## src/rtl/vga_fb_arbiter_pkg.sv

```systemverilog
// Shared definitions for the framebuffer arbiter: default widths and the
// grant encoding used by the RAM command stage and the read-data tag pipeline.
package vga_fb_arbiter_pkg;

    localparam int ADDR_W_DEF     = 15;
    localparam int DATA_W_DEF     = 16;
    localparam int FIFO_DEPTH_DEF = 4;

    typedef enum logic [1:0] {
        GNT_NONE = 2'd0,
        GNT_DISP = 2'd1,
        GNT_HRD  = 2'd2,
        GNT_HWR  = 2'd3
    } gnt_e;

    // Fixed priority: display fetch, then a pending host read, then the
    // write FIFO head. A pending read outranks the drain so a write accepted
    // after the read cannot overtake it.
    function automatic gnt_e pick_grant(input logic disp_req,
                                        input logic rd_pend,
                                        input logic fifo_empty);
        if (disp_req) begin
            return GNT_DISP;
        end else if (rd_pend) begin
            return GNT_HRD;
        end else if (!fifo_empty) begin
            return GNT_HWR;
        end
        return GNT_NONE;
    endfunction

endpackage

```

## src/rtl/vga_fb_arbiter_if.sv

```systemverilog
// Display, host and RAM buses of the framebuffer arbiter. Signal suffixes
// are from the arbiter's point of view (slave modport).
interface vga_fb_arbiter_if #(
    parameter int ADDR_W = 15,
    parameter int DATA_W = 16
);
    logic              disp_req_i;
    logic [ADDR_W-1:0] disp_addr_i;
    logic              disp_valid_o;
    logic [DATA_W-1:0] disp_data_o;

    logic              host_valid_i;
    logic              host_we_i;
    logic [ADDR_W-1:0] host_addr_i;
    logic [DATA_W-1:0] host_wdata_i;
    logic              host_ready_o;
    logic              host_rvalid_o;
    logic [DATA_W-1:0] host_rdata_o;

    logic              ram_en_o;
    logic              ram_we_o;
    logic [ADDR_W-1:0] ram_addr_o;
    logic [DATA_W-1:0] ram_wdata_o;
    logic [DATA_W-1:0] ram_rdata_i;

    modport slave (
        input  disp_req_i, disp_addr_i,
        output disp_valid_o, disp_data_o,
        input  host_valid_i, host_we_i, host_addr_i, host_wdata_i,
        output host_ready_o, host_rvalid_o, host_rdata_o,
        output ram_en_o, ram_we_o, ram_addr_o, ram_wdata_o,
        input  ram_rdata_i
    );

    modport master (
        output disp_req_i, disp_addr_i,
        input  disp_valid_o, disp_data_o,
        output host_valid_i, host_we_i, host_addr_i, host_wdata_i,
        input  host_ready_o, host_rvalid_o, host_rdata_o,
        input  ram_en_o, ram_we_o, ram_addr_o, ram_wdata_o,
        output ram_rdata_i
    );

endinterface

```

## src/rtl/vga_fb_arbiter_fb_wr_fifo.sv

```systemverilog
// Host write FIFO (fb_wr_fifo): holds {addr, data} until an idle RAM cycle.
// Pointers carry one extra wrap bit so full and empty are distinguishable.
module vga_fb_arbiter_fb_wr_fifo #(
    parameter int W     = 31,
    parameter int DEPTH = 4
) (
    input  logic         clk_i,
    input  logic         rst_i,
    input  logic         push_i,
    input  logic [W-1:0] din_i,
    input  logic         pop_i,
    output logic [W-1:0] dout_o,
    output logic         full_o,
    output logic         empty_o
);
    localparam int PW = $clog2(DEPTH);

    logic [W-1:0] mem_q [DEPTH];
    logic [PW:0]  wr_ptr_q, wr_ptr_d;
    logic [PW:0]  rd_ptr_q, rd_ptr_d;
    logic         do_push, do_pop;

    assign empty_o = (wr_ptr_q == rd_ptr_q);
    assign full_o  = (wr_ptr_q[PW] != rd_ptr_q[PW]) &&
                     (wr_ptr_q[PW-1:0] == rd_ptr_q[PW-1:0]);
    assign do_push = push_i && !full_o;
    assign do_pop  = pop_i && !empty_o;
    assign dout_o  = mem_q[rd_ptr_q[PW-1:0]];

    // Pointer advance; push and pop in the same cycle leave the count unchanged.
    always_comb begin
        wr_ptr_d = wr_ptr_q;
        rd_ptr_d = rd_ptr_q;
        if (do_push) wr_ptr_d = wr_ptr_q + 1'b1;
        if (do_pop)  rd_ptr_d = rd_ptr_q + 1'b1;
    end

    // Pointer registers; reset flushes the FIFO.
    always_ff @(posedge clk_i or negedge rst_i) begin
        if (!rst_i) begin
            wr_ptr_q <= '0;
            rd_ptr_q <= '0;
        end else begin
            wr_ptr_q <= wr_ptr_d;
            rd_ptr_q <= rd_ptr_d;
        end
    end

    // Entry storage; contents are meaningless once the pointers are flushed.
    always_ff @(posedge clk_i) begin
        if (do_push) mem_q[wr_ptr_q[PW-1:0]] <= din_i;
    end

endmodule

```

## src/rtl/vga_fb_arbiter.sv

```systemverilog
// Framebuffer RAM arbiter: display fetch always wins, host reads wait for
// the write FIFO to drain, host writes are buffered and drained into idle
// cycles. RAM commands are registered; a two-stage grant tag routes the
// RAM read data back to its owner two cycles after the grant.
module vga_fb_arbiter
    import vga_fb_arbiter_pkg::*;
#(
    parameter int ADDR_W     = ADDR_W_DEF,
    parameter int DATA_W     = DATA_W_DEF,
    parameter int FIFO_DEPTH = FIFO_DEPTH_DEF
) (
    input  logic clk_i,
    input  logic rst_i,
    vga_fb_arbiter_if.slave bus
);
    localparam int FIFO_W = ADDR_W + DATA_W;

    logic              fifo_full, fifo_empty;
    logic [FIFO_W-1:0] fifo_dout;
    logic              host_ready;
    logic              wr_acc, rd_acc;
    gnt_e              gnt;

    logic              ram_en_q, ram_en_d;
    logic              ram_we_q, ram_we_d;
    logic [ADDR_W-1:0] ram_addr_q, ram_addr_d;
    logic [DATA_W-1:0] ram_wdata_q, ram_wdata_d;
    gnt_e              tag1_q, tag1_d;
    gnt_e              tag2_q, tag2_d;
    logic              rd_pend_q, rd_pend_d;
    logic              rd_inflight_q, rd_inflight_d;
    logic [ADDR_W-1:0] rd_addr_q, rd_addr_d;

    // Reads are only taken when nothing older can still touch the RAM.
    assign host_ready = rst_i && (bus.host_we_i ? !fifo_full
                                  : (fifo_empty && !rd_pend_q && !rd_inflight_q));
    assign wr_acc = bus.host_valid_i && host_ready && bus.host_we_i;
    assign rd_acc = bus.host_valid_i && host_ready && !bus.host_we_i;
    assign gnt    = pick_grant(bus.disp_req_i, rd_pend_q, fifo_empty);

    vga_fb_arbiter_fb_wr_fifo #(
        .W     (FIFO_W),
        .DEPTH (FIFO_DEPTH)
    ) u_fifo (
        .clk_i   (clk_i),
        .rst_i   (rst_i),
        .push_i  (wr_acc),
        .din_i   ({bus.host_addr_i, bus.host_wdata_i}),
        .pop_i   (gnt == GNT_HWR),
        .dout_o  (fifo_dout),
        .full_o  (fifo_full),
        .empty_o (fifo_empty)
    );

    // Next RAM command from this cycle's grant; idle cycles drive all zeros.
    always_comb begin
        ram_en_d    = 1'b0;
        ram_we_d    = 1'b0;
        ram_addr_d  = '0;
        ram_wdata_d = '0;
        case (gnt)
            GNT_DISP: begin
                ram_en_d   = 1'b1;
                ram_addr_d = bus.disp_addr_i;
            end
            GNT_HRD: begin
                ram_en_d   = 1'b1;
                ram_addr_d = rd_addr_q;
            end
            GNT_HWR: begin
                ram_en_d    = 1'b1;
                ram_we_d    = 1'b1;
                ram_addr_d  = fifo_dout[FIFO_W-1 -: ADDR_W];
                ram_wdata_d = fifo_dout[DATA_W-1:0];
            end
            default: ;
        endcase
    end

    // Host read bookkeeping and the owner tag pipeline.
    always_comb begin
        tag1_d    = gnt;
        tag2_d    = tag1_q;
        rd_addr_d = rd_acc ? bus.host_addr_i : rd_addr_q;

        rd_pend_d = rd_pend_q;
        if (rd_acc)              rd_pend_d = 1'b1;
        else if (gnt == GNT_HRD) rd_pend_d = 1'b0;

        // Held from the cycle after issue through the data-return cycle.
        rd_inflight_d = rd_inflight_q;
        if (gnt == GNT_HRD)         rd_inflight_d = 1'b1;
        else if (tag2_q == GNT_HRD) rd_inflight_d = 1'b0;
    end

    // State registers; reset drops pending and in-flight reads with their tags.
    always_ff @(posedge clk_i or negedge rst_i) begin
        if (!rst_i) begin
            ram_en_q      <= 1'b0;
            ram_we_q      <= 1'b0;
            ram_addr_q    <= '0;
            ram_wdata_q   <= '0;
            tag1_q        <= GNT_NONE;
            tag2_q        <= GNT_NONE;
            rd_pend_q     <= 1'b0;
            rd_inflight_q <= 1'b0;
            rd_addr_q     <= '0;
        end else begin
            ram_en_q      <= ram_en_d;
            ram_we_q      <= ram_we_d;
            ram_addr_q    <= ram_addr_d;
            ram_wdata_q   <= ram_wdata_d;
            tag1_q        <= tag1_d;
            tag2_q        <= tag2_d;
            rd_pend_q     <= rd_pend_d;
            rd_inflight_q <= rd_inflight_d;
            rd_addr_q     <= rd_addr_d;
        end
    end

    assign bus.host_ready_o  = host_ready;
    assign bus.ram_en_o      = ram_en_q;
    assign bus.ram_we_o      = ram_we_q;
    assign bus.ram_addr_o    = ram_addr_q;
    assign bus.ram_wdata_o   = ram_wdata_q;
    // Valids come straight from the tag register; data is the RAM output,
    // gated so nothing leaks out while its owner is not selected.
    assign bus.disp_valid_o  = (tag2_q == GNT_DISP);
    assign bus.disp_data_o   = (tag2_q == GNT_DISP) ? bus.ram_rdata_i : '0;
    assign bus.host_rvalid_o = (tag2_q == GNT_HRD);
    assign bus.host_rdata_o  = (tag2_q == GNT_HRD) ? bus.ram_rdata_i : '0;

endmodule
```

## src/flat_wrapper.sv

```systemverilog
// flat-port wrapper written by rule: the top's interface ports become plain ports
module vga_fb_arbiter_flat import vga_fb_arbiter_pkg::*;
#(
    parameter int ADDR_W     = ADDR_W_DEF,
    parameter int DATA_W     = DATA_W_DEF,
    parameter int FIFO_DEPTH = FIFO_DEPTH_DEF
)
  (clk_i, rst_i, bus_disp_req_i, bus_disp_addr_i, bus_disp_valid_o, bus_disp_data_o, bus_host_valid_i, bus_host_we_i, bus_host_addr_i, bus_host_wdata_i, bus_host_ready_o, bus_host_rvalid_o, bus_host_rdata_o, bus_ram_en_o, bus_ram_we_o, bus_ram_addr_o, bus_ram_wdata_o, bus_ram_rdata_i);
  vga_fb_arbiter_if #(.ADDR_W(ADDR_W), .DATA_W(DATA_W)) bus_i ();
  input  logic clk_i;
  input  logic rst_i;
  input wire logic [$bits(bus_i.disp_req_i)-1:0] bus_disp_req_i;
  input wire logic [$bits(bus_i.disp_addr_i)-1:0] bus_disp_addr_i;
  output wire logic [$bits(bus_i.disp_valid_o)-1:0] bus_disp_valid_o;
  output wire logic [$bits(bus_i.disp_data_o)-1:0] bus_disp_data_o;
  input wire logic [$bits(bus_i.host_valid_i)-1:0] bus_host_valid_i;
  input wire logic [$bits(bus_i.host_we_i)-1:0] bus_host_we_i;
  input wire logic [$bits(bus_i.host_addr_i)-1:0] bus_host_addr_i;
  input wire logic [$bits(bus_i.host_wdata_i)-1:0] bus_host_wdata_i;
  output wire logic [$bits(bus_i.host_ready_o)-1:0] bus_host_ready_o;
  output wire logic [$bits(bus_i.host_rvalid_o)-1:0] bus_host_rvalid_o;
  output wire logic [$bits(bus_i.host_rdata_o)-1:0] bus_host_rdata_o;
  output wire logic [$bits(bus_i.ram_en_o)-1:0] bus_ram_en_o;
  output wire logic [$bits(bus_i.ram_we_o)-1:0] bus_ram_we_o;
  output wire logic [$bits(bus_i.ram_addr_o)-1:0] bus_ram_addr_o;
  output wire logic [$bits(bus_i.ram_wdata_o)-1:0] bus_ram_wdata_o;
  input wire logic [$bits(bus_i.ram_rdata_i)-1:0] bus_ram_rdata_i;
  assign bus_i.disp_req_i = bus_disp_req_i;
  assign bus_i.disp_addr_i = bus_disp_addr_i;
  assign bus_disp_valid_o = bus_i.disp_valid_o;
  assign bus_disp_data_o = bus_i.disp_data_o;
  assign bus_i.host_valid_i = bus_host_valid_i;
  assign bus_i.host_we_i = bus_host_we_i;
  assign bus_i.host_addr_i = bus_host_addr_i;
  assign bus_i.host_wdata_i = bus_host_wdata_i;
  assign bus_host_ready_o = bus_i.host_ready_o;
  assign bus_host_rvalid_o = bus_i.host_rvalid_o;
  assign bus_host_rdata_o = bus_i.host_rdata_o;
  assign bus_ram_en_o = bus_i.ram_en_o;
  assign bus_ram_we_o = bus_i.ram_we_o;
  assign bus_ram_addr_o = bus_i.ram_addr_o;
  assign bus_ram_wdata_o = bus_i.ram_wdata_o;
  assign bus_i.ram_rdata_i = bus_ram_rdata_i;
  vga_fb_arbiter #(.ADDR_W(ADDR_W), .DATA_W(DATA_W), .FIFO_DEPTH(FIFO_DEPTH)) u_core (.clk_i(clk_i), .rst_i(rst_i), .bus(bus_i));
endmodule
```

## config.mk

```make
export PLATFORM = sky130hd
export DESIGN_NAME = vga_fb_arbiter_flat
export DESIGN_NICKNAME = d
export VERILOG_FILES = /design/src/rtl/vga_fb_arbiter_pkg.sv /design/src/rtl/vga_fb_arbiter_if.sv /design/src/rtl/vga_fb_arbiter_fb_wr_fifo.sv /design/src/rtl/vga_fb_arbiter.sv /design/src/flat_wrapper.sv
export SDC_FILE = /design/constraint.sdc
export NUM_CORES = 1
export LEC_CHECK = 0
export CORE_MARGIN = 5
export CORE_UTILIZATION = 45
export DETAILED_ROUTE_END_ITERATION = 12
export DONT_BUFFER_PORTS = 1
export PLACE_DENSITY_LB_ADDON = 0.15
export SKIP_CTS_REPAIR_TIMING = 1
export SLEW_MARGIN = 15
export SYNTH_ARGS = -nofsm -noshare
export SYNTH_HDL_FRONTEND = slang
export SYNTH_SLANG_ARGS = --single-unit
```

## constraint.sdc

```tcl
create_clock -name clk_i -period 3.7 [get_ports clk_i]
set_input_delay 0.74 -clock clk_i [delete_from_list [all_inputs] [get_ports clk_i]]
set_output_delay 0.74 -clock clk_i [all_outputs]
set_load 0.005 [all_outputs]
```

==> results.cfg, run 1 <==
[pwr]
combPwrFrac_pct = 23.6
p_per_area_nw_per_um2 = 744
switching_power_mw = 1.68
ir_worst_vdd_mv = 0.374
p_int_mw = 4.27
clkPwrFrac_pct = 29.7
power.leakage_nw = 2.95
swShare_pct = 28.2
seqPwrFrac_pct = 46.6

[finish]
layout_commonest_cell = edfxtp_1
antenna_cells = 0
area_growth_pct = 11.4
fin_cells = 628
mostFrequentLayoutCells = edfxtp_1 (124), dfrtp_1 (58), and2_1 (32)
drive_above_1_share_pct = 21.1
final_core_utilization_pct = 50.7
num-nets-final = 471

[grt]
met3_usage_pct = 7.03
gr-usage-all-layers_pct = 16.0
grt_pass1_wl_mm = 21.4
grt_max_degree = 65
antenna_found_initial = 0
gr-total-overflow = 0
grtUsageMet1_pct = 19.5
grt_pass1_vias = 3667
grt_use_met2_pct = 25.9
grt.busiest_layer = met2

[critical_path]
worst_ep_arrival_time_ns = 1.74
required_ns = 2.96
critical_path.max_fanout = 18
cp-end-kind = output port
path_class = reg2out
cp-start-kind = flip-flop

[yosys]
async_reset_ff_share_pct = 32.6
synth_edf_count = 124
ys_ff_latch = 184
netlist_top_cells_area = edfxtp_1 (52%), dfrtp_1 (21%), mux4_2 (9.7%)
postSynthCellCount = 396
yosysUniqueCellTypes = 34
syn_nets = 468
ys_warn_count = 0
synth_seq_area_share_pct = 72.9
synthFlopType = edfxtp_1
netlist.top_cell.by_area = edfxtp_1
synth.top_cell.area_share_pct = 51.9
synth_area_per_cell_sq_um = 18.1
synth_area_sq_um = 7170

[drt]
vias_per_cell = 5.47
drt-wirelength-per-cell_microns = 22.8
drt_iter0_drc = 214
dr.pass1.iters = 4
antenna_left = 0
wl_mm = 14.3
vias = 3433
drc = 0

[sta]
hold_viol_final = 0
fin_crit_sh_pct = 66.9
fin_skew_ns = 0.00730
slew_headroom_pct = 35.7
rsz0062_at_grt = false
drv_slew = 0
fin_crit_ns = 2.48
worstMarginPinSlew_ns = 0.965
setup_slack_ns = 1.22
finalSetupViolations = 0
fin_tns_setup_ns = 0
fmax_mhz = 404

[floorplanning]
row_count = 46
core_sq_um = 15800
initial_core_util_pct = 45.5
die-area_sq_um = 18600
die_w_microns = 136
io_pins = 135
die_y_microns = 136

[cts]
cts_tree = yes
h-tree-depth = 4
root_buffer = clkbuf_16
cts.path.max_buffers = 2
clk_pin_slew_ns = 0.06
cts_sinks = 184
cts-buffers-inserted = 17
clkLatencyLatePin_ns = 0.43

[run_status]
status = finished clean

[place]
dpl.hpwl_mm = 8.67
pre_cts_ws_ns = 1.19
io_buffers = 0
routabilityCongestion = 0.701
dp.cells = 595

[hold_path]
worstHoldPathType = in2async

[job]
drv_cap = 0
-- final timing paths --
| check | from | end | slack (ns) | cells past startpoint |
|---|---|---|---|---|
| max | u_core.tag2_q[0] | bus_host_rdata_o[5] | 1.22 | 2 |
| min | rst_i | u_core.u_fifo.wr_ptr_q[0] | 0.20 | 1 |
| max reg2reg | u_core.u_fifo.wr_ptr_q[1] | u_core.rd_addr_q[0] | 1.30 | 4 |
| min reg2reg | u_core.tag1_q[1] | u_core.tag2_q[1] | 0.35 | 0 |
| max in group asynchronous | rst_i | u_core.u_fifo.rd_ptr_q[1] | 3.25 | 1 |
| min in group clk_i | u_core.tag1_q[1] | u_core.tag2_q[1] | 0.35 | 0 |
-- power groups by stage --
stage	combinational, mW	sequential [mW]	clock, mW
5_1_grt	1.56	2.81	1.91
6_report	1.41	2.77	1.77
2_1_floorplan	1.16	2.74	0
3_3_place_gp	1.41	2.81	0
3_5_place_dp	1.43	2.82	0
4_1_cts	1.43	2.78	1.82
-- flip-flops by register name (all words and copies together) (netlist names) --
| name | count |
|---|---|
| u_core.bus.ram_addr_o | 15 |
| u_core.u_fifo.rd_ptr_q | 3 |
| u_core.bus.ram_we_o | 1 |
| u_core.u_fifo.mem_q | 124 |
| u_core.rd_inflight_q | 1 |
| u_core.bus.ram_wdata_o | 16 |
| u_core.tag1_q | 2 |
| u_core.tag2_q | 2 |
| u_core.u_fifo.wr_ptr_q | 3 |
| u_core.bus.ram_en_o | 1 |
| u_core.rd_addr_q | 15 |
| u_core.rd_pend_q | 1 |
-- kinds of logic after synthesis --
| group | after synthesis | share of synthesized area, % |
|---|---|---|
| mux | 48 | 12.9 |
| simple gates | 101 | 7.71 |
| xor+xnor | 6 | 1.26 |
| flops | 184 | 72.9 |
| fa+ha+maj | 5 | 0.872 |
| buf+inv | 26 | 1.88 |
| compound gates | 26 | 2.55 |
-- final cells by class --
class                   instances  area, sq um
clock buffers                  21          440
clock inverters                11          130
fillers                      1316         7780
inverters                       5         18.8
multi-input cells             186         1840
flip-flops and latches        184         5230
well taps                     216          270
repair buffers                  5         57.6
-- metrics by stage --
step | hold WS [ns] | instance area (sq um) | power [mW]
finish | 0.197 | 7990 | 5.95
global route | 0.191 | 7990 | 6.28
detailed placement | 0.336 | 7390 | 4.25
global placement | 0.334 | 7390 | 4.23
floorplan | 0.331 | 7170 | 3.90
CTS | -0.0214 | 7960 | 6.03
-- routing by layer --
metal  share of wire [%]  up-vias  wire length [microns]
li1                    -     1520                      -
met5                   0        -                      0
met1                  40     1773                   5670
met2                  50      124                   7190
met3                 9.0       16                   1280
met4                 1.3        0                    180
-- synthesized netlist by cell type, types with 2 or more instances --
cell / n
a21oi_1: 2
a22oi_1: 15
a31oi_1: 4
and2_1: 35
and3_1: 16
buf_2: 3
buf_6: 3
clkbuf_1: 13
dfrtp_1: 60
edfxtp_1: 124
ha_1: 5
inv_1: 5
mux2_1: 2
mux2_2: 6
mux2_4: 9
mux4_2: 31
nand2_1: 20
nand3_1: 18
nor2_1: 4
nor2b_1: 2
nor3_1: 2
o21ai_0: 2
xnor2_1: 3
xnor2_4: 2
-- worst max-delay path, stage by stage (launching register included) --
cell and delay (ns):
dfrtp_1 0.38, nor2b_1 0.67, and2_1 0.26
Power figures use the tool's default switching activity.
==> run 2, diff against run 1 <==
- ABC_AREA: default -> 1
- clock period: 3.7 -> 2.05 ns (I/O delays scaled with it)
==> run 2 against run 1 <==
Net effect: the flow now finishes with violations (setup timing); critical path type unchanged; worst hold slack worse by 0.15 ns; synthesized cell count up 59%; clock skew up 0.0022 ns; largest power group unchanged; largest cell class unchanged; combinational power up 110%.
==> results.cfg, run 2 <==
[run_status]
status = finished, violations left
violations = setup timing

[critical_path]
cp-end-kind = output port
startpoint = u_core.u_fifo.rd_ptr_q[0]
path_class = reg2out
r2r-end = u_core.u_fifo.mem_q[1][26]
worstPathCellList = nand2_2 > nand2_2 > nor2_4 > nand4_1 > a21oi_4
worst_ep_arrival_time_ns = 1.68
required_ns = 1.64
crit_end = bus_host_ready_o
critPathBufInv = 0
reg2reg_from = u_core.u_fifo.rd_ptr_q[0]
critical_path.max_fanout = 4
slowest_stage = dfrtp_2
reg2reg_slack_ns = 0.01
max_stage_delay_ns = 0.46
crit_family = simple AND/OR/NAND/NOR gates
cp.depth = 5
cp-start-kind = flip-flop
reg2regPathDepth = 10
cpMostUsedCell = nand2_2

[yosys]
synth-compound-area-share_pct = 8.11
syn_nets = 702
async_reset_ff_share_pct = 32.6
netlist_top_cells_area = edfxtp_1 (52%), dfrtp_1 (21%), nor2_1 (6.8%)
postSynthCellCount = 630
yosysUniqueCellTypes = 24
yosysMostFrequentCell = nor2_1
synth_mux_area_share_pct = 0
ys_warn_count = 0
synth_xor_area_share_pct = 0.243
synth_area_per_cell_sq_um = 11.5
synthFlopType = edfxtp_1
synthSimpleGateAreaFrac_pct = 13.6
synth_edf_count = 124
synth_adder_area_share_pct = 0.866
synth_seq_area_share_pct = 72.3
synth_area_sq_um = 7220
netlist_top_cells_count = nor2_1 (131), edfxtp_1 (124), nand2_1 (68)
synth_top_family_by_area = simple AND/OR/NAND/NOR gates
ys_ff_latch = 184
synth.top_cell.area_share_pct = 51.6
netlist.top_cell.by_area = edfxtp_1

[cts]
cts_sinks = 184
cts-buffers-inserted = 17
clk_pin_slew_ns = 0.07
h-tree-depth = 4
cts.path.max_buffers = 2
cts_tree = yes
clkLatencyLatePin_ns = 0.43
root_buffer = clkbuf_16

[drt]
drc = 0
wl_mm = 15.9
drt-wirelength-per-cell_microns = 18.2
dr.pass1.iters = 5
vias_per_cell = 5.15
drt_iter0_drc = 289
vias = 4504
antenna_left = 0

[pwr]
ir_worst_vdd_mv = 0.849
power.leakage_nw = 3.29
p_per_area_nw_per_um2 = 1310

[floorplanning]
core_sq_um = 15800
die-area_sq_um = 18700
die_w_microns = 137
initial_core_util_pct = 45.6
io_pins = 135
die_y_microns = 137
row_count = 46

[place]
dp.cells = 832
io_buffers = 0
dpl_cell_area_sq_um = 7590
routabilityCongestion = 0.771
dpl.hpwl_mm = 10.1

[sta]
fmax_mhz = 479
drv_slew = 0
worstMarginPinSlew_ns = 0.620
finalSetupViolations = 1
fin_crit_ns = 2.09
fin_skew_ns = 0.00949
hold_viol_final = 0
fin_crit_sh_pct = 102
rsz0062_at_grt = true
slew_headroom_pct = 58.7
setup_slack_ns = -0.0374

[grt]
grt_pass1_vias = 4420
antenna_found_initial = 0
met3_usage_pct = 5.85
grt_pass1_wl_mm = 24.2
gr-usage-all-layers_pct = 17.1
grtUsageMet1_pct = 22.9
grt_use_met2_pct = 26.5
gr-total-overflow = 0
grt_max_degree = 64
grt.busiest_layer = met2

[finish]
largest_reg_flops = 124
antenna_cells = 0
area_growth_pct = 16.1
drive_above_1_share_pct = 12.3
layout_commonest_cell = nor2_1
num-nets-final = 718
fillCellCount = 1377
fin_cells = 875
final_cell_area_sq_um = 8390
mostFrequentLayoutCells = nor2_1 (127), edfxtp_1 (124), nand2_1 (64), o21ai_0 (64), dfrtp_1 (58)

[job]
drv_cap = 0

[hold_path]
worstHoldPathType = in2reg
run 2: worst min-delay path by stage:
stage	from	to	cells after the start
floorplan	rst_i	u_core.bus.ram_addr_o[0]	0
global placement	rst_i	u_core.bus.ram_en_o	0
detailed placement	rst_i	u_core.bus.ram_addr_o[3]	0
CTS	rst_i	u_core.rd_addr_q[6]	0
global route	bus_disp_req_i	u_core.tag1_q[1]	1
finish	bus_disp_req_i	u_core.tag1_q[1]	1
run 2: power breakdown:
| group | switching, mW | internal [mW] |
|---|---|---|
| logic | 1.96 | 0.933 |
| registers | 0.334 | 4.59 |
| clock network | 1.41 | 1.79 |
run 2: kinds of logic (layout without fill, tap and decap cells):
family / Yosys count / after routing
AO/OA/AOI/OAI: 113 / 113
buffers and inverters: 85 / 114
XOR/XNOR: 2 / 2
AND/OR/NAND/NOR: 241 / 241
flip-flops: 184 / 184
adder cells (fa/ha/maj): 5 / 5
run 2: worst register-to-register path, stage by stage (launching register included):
cell and delay (ns):
dfrtp_2 0.46, nand2_2 0.09, nand2_2 0.06, nor2_4 0.11, nand4_1 0.23, nand2_1 0.13
nand4_1 0.10, buf_6 0.17, nor2_4 0.10, buf_12 0.15, clkbuf_16 0.16
run 2: layout make-up:
type | count | area (sq um) | area share [%]
Sequential cell | 184 | 5230 | 62.3
Timing Repair Buffer | 29 | 399 | 4.76
Inverter | 53 | 204 | 2.43
Clock buffer | 21 | 470 | 5.61
Tap cell | 216 | 270 | 3.22
Clock inverter | 11 | 111 | 1.33
Multi-Input combinational cell | 361 | 1710 | 20.3
run 2: per-stage QoR:
| step | power [mW] | utilization, % | setup WS [ns] | hold WS (ns) | TNS, ns |
|---|---|---|---|---|---|
| after floorplan | 6.97 | - | -0.337 | 0.114 | -40.95 |
| after global placement | 7.68 | 48.0 | 0.139 | 0.116 | 0 |
| after detailed placement | 7.72 | 48.0 | 0.00784 | 0.116 | 0 |
| after CTS | 10.9 | 51.6 | -0.260 | -0.345 | -0.373 |
| after global routing | 11.7 | 53.0 | -0.136 | 0.0321 | -9.18 |
| final | 11.0 | 53.0 | -0.0374 | 0.0464 | -0.0374 |
run 2: per-layer routing:
layer,wire [microns],part of all wire (%),vias up
met3,1290,8.1,19
met2,7450,47,148
met5,0,0,-
li1,-,-,2165
met1,7010,44,2172
met4,165,1.0,0
==> run 3, diff against run 2 <==
- CORE_UTILIZATION: 45 -> 47
==> run 3 against run 2 <==
Net effect: the run still ends with setup timing left; design area fell by 1.3%; critical path depth rose by 1; largest power group unchanged; total power rose by 1.1%; highest routed layer unchanged; critical endpoint unchanged; worst hold slack improved by 0.0052 ns; fmax fell by 0.65%.
==> results.cfg, run 3 (synthesized netlist as in run 2, its figures left out) <==
[cts]
h-tree-depth = 4
root_buffer = clkbuf_16
cts.path.max_buffers = 2
cts_tree = yes
clkLatencyLatePin_ns = 0.44
cts_sinks = 184
cts-buffers-inserted = 17
clk_pin_slew_ns = 0.07

[place]
io_buffers = 0
routabilityCongestion = 0.777
pre_cts_ws_ns = 0.0108
dpl.hpwl_mm = 10.4
dp.cells = 804

[sta]
slew_headroom_pct = 59.7
hold_slack_ns = 0.0516
fin_crit_sh_pct = 102
drv_slew = 0
fmax_mhz = 476
rsz0062_at_grt = true
fin_skew_ns = 0.0179
worstMarginPinSlew_ns = 0.605
hold_viol_final = 0
finalSetupViolations = 1
fin_crit_ns = 2.10
setup_slack_ns = -0.0511

[finish]
fillCellCount = 1300
largest_reg_flops = 124
area_growth_pct = 14.7
fin_cells = 844
drive_above_1_share_pct = 11.7
ff_latch_area_sq_um = 5230
mostFrequentLayoutCells = nor2_1 (127), edfxtp_1 (124), o21ai_0 (64)
num-nets-final = 715
layout_commonest_cell = nor2_1
multiInputGateArea_sq_um = 1700
antenna_cells = 0

[drt]
drc = 0
drt-wirelength-per-cell_microns = 18.8
dr.pass1.iters = 4
vias = 4450
wl_mm = 15.9
drt_iter0_drc = 234
vias_per_cell = 5.27
antenna_left = 0

[pwr]
p_per_area_nw_per_um2 = 1340
power.leakage_nw = 3.26
ir_worst_vdd_mv = 0.701

[floorplanning]
die_w_microns = 134
die-area_sq_um = 17900
die_y_microns = 134
io_pins = 135
initial_core_util_pct = 47.7
row_count = 45
core_sq_um = 15100

[critical_path]
path_class = reg2out
cp-end-kind = output port
critical_path.max_fanout = 4
cp-start-kind = flip-flop
worst_ep_arrival_time_ns = 1.69
required_ns = 1.64

[grt]
grt_pass1_wl_mm = 24.6
gr-total-overflow = 0
grt_max_degree = 64
grt_pass1_vias = 4520
antenna_found_initial = 0
gr-usage-all-layers_pct = 18.1

[job]
drv_cap = 0

[hold_path]
worstHoldPathType = in2reg

[run_status]
violations = setup timing
status = finished, violations left
run 3: changes by cell type in the layout (fill, tap and decap cells not counted), sizes merged:
| cell | change |
|---|---|
| bufinv | +2 |
| clkbuf | -6 |
| clkinv | +1 |
| clkinvlp | +1 |
| inv | -1 |
run 3: path summary, 6_finish.rpt:
path / from / end / slack [ns] / depth (start not counted)
worst min-delay path: bus_disp_req_i / u_core.tag1_q[1] / 0.05 / 1
worst max-delay path: u_core.u_fifo.wr_ptr_q[0] / bus_host_ready_o / -0.05 / 6
worst min register to register: u_core.tag1_q[1] / u_core.tag2_q[1] / 0.35 / 0
worst max register to register: u_core.u_fifo.wr_ptr_q[0] / u_core.u_fifo.mem_q[3][0] / 0.03 / 10
min in group asynchronous: rst_i / u_core.rd_inflight_q / 0.53 / 2
max in group asynchronous: rst_i / u_core.u_fifo.rd_ptr_q[0] / 1.25 / 2
run 3: metrics by stage:
stage | power [mW] | utilization [%] | setup TNS (ns) | area, sq um
2_1_floorplan | 6.97 | - | -40.95 | 7260
4_1_cts | 11.1 | 53.9 | -0.195 | 8160
6_report | 11.1 | 54.7 | -0.0511 | 8280
5_1_grt | 11.9 | 54.7 | -5.23 | 8280
3_3_place_gp | 7.72 | 49.9 | 0 | 7560
3_5_place_dp | 7.74 | 49.9 | 0 | 7560
run 3: report_power, final:
part	switching [mW]	internal, mW
Combinational	1.97	0.945
Clock	1.38	1.93
Sequential	0.329	4.59
run 3: final cells by class:
type / instances / area share (%)
clock inverters: 14 / 2.07
inverters: 53 / 2.46
repair buffers: 26 / 3.78
flip-flops and latches: 184 / 63.1
well taps: 188 / 2.84
multi-input cells: 361 / 20.6
clock buffers: 18 / 5.18
run 3: routing by layer:
layer	share of wire [%]	vias to the layer above	wire length (microns)	GRT usage [%]
met2	48	155	7630	29.5
met3	8.1	17	1290	6.56
met1	43	2117	6770	22.3
li1	-	2161	-	-
met5	0	-	0	0
met4	1.2	0	184	6.57
run 3: critical path, stage by stage, from the launching register on:
cell	delay, ns
dfrtp_1	0.42
inv_2	0.08
nand2_2	0.07
nand2_2	0.05
nor2_2	0.12
nand4_1	0.24
a21oi_4	0.29
